==> config.mk <==
export PLATFORM = sky130hd
export DESIGN_NAME = fwd_hazard_ctrl
export DESIGN_NICKNAME = d
export VERILOG_FILES = /design/src/rtl/fwd_pkg.sv /design/src/rtl/fwd_src_sel.sv /design/src/rtl/fwd_hazard_ctrl.sv
export SDC_FILE = /design/constraint.sdc
export NUM_CORES = 1
export LEC_CHECK = 0
export ABC_AREA = 1
export ABC_CLOCK_PERIOD_IN_PS = 3030
export BUFFER_PORTS_ARGS = -buffer_cell sky130_fd_sc_hd__buf_2
export CORE_UTILIZATION = 50
export CTS_CLUSTER_SIZE = 8
export DETAILED_ROUTE_END_ITERATION = 6
export PLACE_DENSITY = 0.87
export SYNTH_ARGS = -nofsm -noshare
export SYNTH_HDL_FRONTEND = slang
export SYNTH_SLANG_ARGS = --single-unit
==> constraint.sdc <==
create_clock -name clk -period 3.03 [get_ports clk]
set_clock_uncertainty 0.1 [all_clocks]
set_input_delay 0.606 -clock clk [delete_from_list [all_inputs] [get_ports clk]]
set_output_delay 0.606 -clock clk [all_outputs]
set_load 0.02 [all_outputs]
==> src/rtl/fwd_pkg.sv <==
// Shared types for the forwarding/hazard controller.
// The destination field of a stage tag is sized for the widest supported
// register address, so one tag type serves every RA_W up to TAG_DST_W.
package fwd_pkg;

    localparam int unsigned TAG_DST_W = 8;

    typedef enum logic [1:0] {
        FWD_RF  = 2'b00,
        FWD_MEM = 2'b01,
        FWD_WB  = 2'b10
    } fwd_sel_e;

    typedef struct packed {
        logic                 valid;
        logic [TAG_DST_W-1:0] dst;
        logic                 reg_write;
        logic                 mem_read;
    } stage_tag_t;

    // A stage produces a register value only if it holds a live writer.
    function automatic logic tag_writes(input stage_tag_t t);
        return t.valid & t.reg_write;
    endfunction

endpackage

==> src/rtl/fwd_src_sel.sv <==
// Operand select for one EX source: compare against the MEM and WB
// destination tags, youngest producer first, and mux the operand.
// Loads in MEM are never forwarded; their data only exists from WB onwards.
module fwd_src_sel
    import fwd_pkg::*;
#(
    parameter int unsigned DATA_W = 16,
    parameter int unsigned RA_W   = 3
) (
    input  logic [RA_W-1:0]   i_src,
    input  logic              i_src_used,
    input  stage_tag_t        i_mem_tag,
    input  stage_tag_t        i_wb_tag,
    input  logic [DATA_W-1:0] i_mem_result,
    input  logic [DATA_W-1:0] i_wb_result,
    input  logic [DATA_W-1:0] i_rf_rdata,
    output fwd_sel_e          o_sel,
    output logic [DATA_W-1:0] o_opnd
);

    logic [TAG_DST_W-1:0] w_src_wide;
    logic                 w_mem_hit;
    logic                 w_wb_hit;

    // Match detection and priority mux; MEM beats WB.
    always_comb begin
        w_src_wide             = '0;
        w_src_wide[RA_W-1:0]   = i_src;
        w_mem_hit = i_src_used & tag_writes(i_mem_tag) & ~i_mem_tag.mem_read
                    & (i_mem_tag.dst == w_src_wide);
        w_wb_hit  = i_src_used & tag_writes(i_wb_tag)
                    & (i_wb_tag.dst == w_src_wide);
        o_sel  = FWD_RF;
        o_opnd = i_rf_rdata;
        if (w_mem_hit) begin
            o_sel  = FWD_MEM;
            o_opnd = i_mem_result;
        end else if (w_wb_hit) begin
            o_sel  = FWD_WB;
            o_opnd = i_wb_result;
        end
    end

endmodule

==> src/rtl/fwd_hazard_ctrl.sv <==
// Forwarding and hazard controller: keeps the EX/MEM/WB destination-tag
// pipeline, forwards EX operands from MEM/WB, stalls decode one cycle on
// load-use, freezes on memory backpressure and squashes on ex_flush.
// Optional: define FWD_HAZARD_PERF_EN for stall/forward performance counters
// (adds perf_clr, perf_stall_cnt, perf_fwd_cnt).
module fwd_hazard_ctrl
    import fwd_pkg::*;
#(
    parameter int unsigned DATA_W  = 16,
    parameter int unsigned RA_W    = 3,
    parameter int unsigned NUM_SRC = 2
) (
    input  logic                      clk,
    input  logic                      rst_n,
    input  logic                      id_valid,
    input  logic [NUM_SRC*RA_W-1:0]   id_src,
    input  logic [NUM_SRC-1:0]        id_src_used,
    input  logic [RA_W-1:0]           id_dst,
    input  logic                      id_reg_write,
    input  logic                      id_mem_read,
    input  logic                      ex_flush,
    input  logic                      mem_ready,
    input  logic [DATA_W-1:0]         mem_result,
    input  logic [DATA_W-1:0]         wb_result,
    input  logic [NUM_SRC*DATA_W-1:0] rf_rdata,
    output logic [NUM_SRC*DATA_W-1:0] ex_opnd,
    output logic [NUM_SRC*2-1:0]      ex_fwd_sel,
    output logic                      stall_id,
    output logic                      bubble_ex
`ifdef FWD_HAZARD_PERF_EN
    ,
    input  logic                      perf_clr,
    output logic [31:0]               perf_stall_cnt,
    output logic [31:0]               perf_fwd_cnt
`endif
);

    stage_tag_t                r_ex;
    stage_tag_t                r_mem;
    stage_tag_t                r_wb;
    logic [NUM_SRC*RA_W-1:0]   r_ex_src;
    logic [NUM_SRC-1:0]        r_ex_src_used;

    logic [TAG_DST_W-1:0]      w_id_dst_wide;
    logic                      w_hazard;
    logic                      w_insert_bubble;

    // Load-use detection against the instruction currently in EX.
    always_comb begin
        w_id_dst_wide           = '0;
        w_id_dst_wide[RA_W-1:0] = id_dst;
        w_hazard                = 1'b0;
        if (id_valid & tag_writes(r_ex) & r_ex.mem_read) begin
            for (int unsigned i = 0; i < NUM_SRC; i++) begin
                if (id_src_used[i] && (id_src[i*RA_W +: RA_W] == r_ex.dst[RA_W-1:0]))
                    w_hazard = 1'b1;
            end
        end
    end

    // Pipeline control: a flush squashes the stalled instruction, so it never stalls.
    always_comb begin
        w_insert_bubble = w_hazard | ex_flush;
        stall_id        = ~mem_ready | (w_hazard & ~ex_flush);
        bubble_ex       = mem_ready & w_insert_bubble;
    end

    // Tag pipeline: advances only when memory is ready.
    always_ff @(posedge clk or negedge rst_n) begin
        if (!rst_n) begin
            r_ex          <= '0;
            r_mem         <= '0;
            r_wb          <= '0;
            r_ex_src      <= '0;
            r_ex_src_used <= '0;
        end else if (mem_ready) begin
            r_wb  <= r_mem;
            r_mem <= r_ex;
            if (w_insert_bubble) begin
                r_ex          <= '0;
                r_ex_src      <= '0;
                r_ex_src_used <= '0;
            end else begin
                r_ex.valid     <= id_valid;
                r_ex.dst       <= w_id_dst_wide;
                r_ex.reg_write <= id_reg_write;
                r_ex.mem_read  <= id_mem_read;
                r_ex_src       <= id_src;
                r_ex_src_used  <= id_src_used;
            end
        end
    end

    for (genvar g = 0; g < NUM_SRC; g++) begin : g_src
        fwd_src_sel #(
            .DATA_W (DATA_W),
            .RA_W   (RA_W)
        ) u_sel (
            .i_src        (r_ex_src[g*RA_W +: RA_W]),
            .i_src_used   (r_ex_src_used[g]),
            .i_mem_tag    (r_mem),
            .i_wb_tag     (r_wb),
            .i_mem_result (mem_result),
            .i_wb_result  (wb_result),
            .i_rf_rdata   (rf_rdata[g*DATA_W +: DATA_W]),
            .o_sel        (ex_fwd_sel[g*2 +: 2]),
            .o_opnd       (ex_opnd[g*DATA_W +: DATA_W])
        );
    end

`ifdef FWD_HAZARD_PERF_EN
    logic w_any_fwd;

    // Any source taking a forwarded value this cycle.
    always_comb begin
        w_any_fwd = |ex_fwd_sel;
    end

    // Saturating counters; clear takes precedence over increment.
    always_ff @(posedge clk or negedge rst_n) begin
        if (!rst_n) begin
            perf_stall_cnt <= '0;
            perf_fwd_cnt   <= '0;
        end else if (perf_clr) begin
            perf_stall_cnt <= '0;
            perf_fwd_cnt   <= '0;
        end else begin
            if (stall_id && !(&perf_stall_cnt))
                perf_stall_cnt <= perf_stall_cnt + 32'd1;
            if (w_any_fwd && !(&perf_fwd_cnt))
                perf_fwd_cnt <= perf_fwd_cnt + 32'd1;
        end
    end
`endif

endmodule

==> out/results.ini <==
[critical_path]
endpoint_kind=primary output
critPathBufInv=2
path_class=flop to primary output
critPathMostFrequentCell=nand2_1
crit_family=simple AND/OR/NAND/NOR gates
path_cells=clkinv_1 -> nand2_1 -> a21oi_4 -> nand2_4 -> nand2_1 -> nand3_1 -> nand2_1 -> buf_2
cp-start-kind=flop
critPathMaxStageDelay_ps=410
required_ps=2320
crit_slowest_cell=dfrtp_1
arrival_ps=1930
crit_fanout=17

[cells_and_area]
drive_above_1_share_pct=28.2
final_cells=567
final_util_pct=66.4
nFillCells=424
stdcell_area_mm2=0.00295
area_growth_pct=24.6
antennaDiodeCount=0
final_nets=598

[sta]
finalCriticalPeriod_ps=2640
timing.fmax_ghz=0.379
tns_ps=0
maxSlewHeadroom_pct=63.1
worst_pin_slew_ps=553
finalSetupViolCount=0
hold_viol_final=0
period_share_pct=87.1
drv_slew=0
rsz0062_at_grt=false

[global_routing]
grt_pass1_wl_um=11000
antenna_found_initial=0
grt_max_degree=49
grt_remaining_overflow=0
grt_usage_pct=26.3
grt_pass1_vias=2579

[pwr]
vdd_drop_max_uv=214
power_density_mw_per_mm2=311
p_leak_nw=1.90

[routing]
dr_wl_met2_um=3000
routed_via_density=4.97
wl_met1_um=2850
postRouteAntennaNets=0
highest_layer=met4
drt_iter0_markers=187
num_vias=2818
drc=26
wirelength_um=6370
wl_met3_um=410
first_pass_iters=7
wl_per_cell_um=11.2

[floorplan]
initial_core_util_pct=53.3
ioPinCount=120
core_area_mm2=0.00444
fp.dieW_um=70.8
die_area_mm2=0.00502
die-height_um=70.8
fp-row-count=24

[clock_network]
clkTransAtPathRegs_ps=90
cts_resized=0
cts-root-buf=clkbuf_8
holdBufCountCts=0
cts_max_level=1
postCtsSetupBuffers=0
clkLatencyLatePin_ps=270
cts.sinks=25
cts_tree=built
cts_buffers=3
clk_path_buf_depth=2

[place]
place_hpwl_um=5050
numPortBuffers=119
place_area_mm2=0.00291
dp.cells=563
routabilityCongestion=0.843

[logic_synthesis]
synth_fp_nets=492
seq_area_frac_synth_pct=26.4
syn_inst=410
yosysUniqueCellTypes=24
netlist_area_mm2=0.00237
ys_ff_latch=25
syn_area_per_cell_um2=5.78
ys_warn_count=0

[min_path]
min_path_type=primary input to async pin

[status]
violations=DRC
outcome=finished, violations left

[run]
maxCapViolCount=0

state kept, by name, indices dropped and copies added, names as in the netlist:
signal,flops
r_wb,5
r_ex_src_used,2
r_ex_src,6
r_ex,6
r_mem,6
logic make-up (layout without fill, tap and decap cells):
kind of cell / after synthesis / count (layout) / synth area share (%)
and+or+nand+nor: 246 / 246 / 43.9
buffers and inverters: 93 / 198 / 17.5
AOI/OAI and AO/OA: 36 / 36 / 8.24
DFF: 25 / 25 / 26.4
xor gates and xnor gates: 5 / 5 / 1.85
muxes: 5 / 5 / 2.11
cell usage after synthesis:
cell type	n	area (um2)
a21oi_2	1	8.76
clkbuf_1	4	15.0
inv_1	62	233
nand2_1	161	604
nand2_4	2	22.5
buf_2	6	30.0
nor2_1	23	86.3
o21ai_1	1	5.00
dfrtp_1	25	626
a21oi_1	23	115
inv_2	6	22.5
xor2_1	5	43.8
nor2_2	1	6.26
a21oi_4	1	16.3
nand2_2	4	25.0
o21ai_0	10	50.1
buf_4	4	30.0
clkinv_1	4	15.0
nor3_2	3	30.0
nand3_1	51	255
mux2i_1	5	50.1
inv_4	2	12.5
buf_6	5	56.3
nor2_4	1	11.3
layer usage:
layer	vias up	global-route usage, %
li1	1450	-
met1	1239	34.9
met2	117	46.0
met3	12	1.99
met4	0	7.78
met5	-	0
worst paths after layout:
check                            start     endpoint  slack (ps)  depth (start not counted)
max                        r_ex_src[5]  ex_opnd[18]         390                          8
min                              rst_n  r_ex_src[5]         220                          1
min in group clk               r_wb[1]      r_wb[1]         370                          2
min reg2reg                    r_wb[1]      r_wb[1]         370                          2
max in group asynchronous        rst_n      r_wb[2]        2250                          1
max reg2reg                    r_ex[3]  r_ex_src[5]        1570                          8
stage by stage:
| stage | total power [mW] | hold slack (ps) | worst slack (ps) |
|---|---|---|---|
| 3_5_place_dp | 0.724 | 358 | 701 |
| 4_1_cts | 0.918 | 236 | 395 |
| 2_1_floorplan | 0.607 | 210 | 862 |
| 5_1_grt | 0.972 | 257 | 260 |
| 6_report | 0.918 | 217 | 392 |
| 3_3_place_gp | 0.715 | 354 | 741 |
layout make-up:
class	instances	area, um2	share of cell area, %
well taps	52	65.1	2.20
multi-input cells	292	1330	45.0
flip-flops and latches	25	626	21.2
inverters	74	283	9.58
clock buffers	3	41.3	1.40
clock inverters	1	5.00	0.169
repair buffers	120	603	20.4
power breakdown:
group | total [mW] | internal (mW) | switching [mW] | leakage [nW]
registers | 0.395 | 0.366 | 0.0290 | 0.321
logic | 0.323 | 0.125 | 0.198 | 1.56
clock network | 0.200 | 0.0920 | 0.107 | 0.0255
total | 0.918 | 0.583 | 0.335 | 1.90
layout by cell type, fill, tap and decap left out:
cell type  instances
nor2_1            23
nand3_1           51
xor2_1             5
dfrtp_1           25
inv_4              2
clkbuf_8           3
a21oi_1           23
buf_4              1
nand2_2            4
nor3_2             3
nand2_1          161
inv_2              6
a21oi_4            1
clkinv_1           4
o21ai_1            1
mux2i_1            5
nor2_4             1
o21ai_0           10
inv_1             62
a21oi_2            1
nor2_2             1
clkinv_2           1
buf_2            119
nand2_4            2
Power figures use the tool's default switching activity.
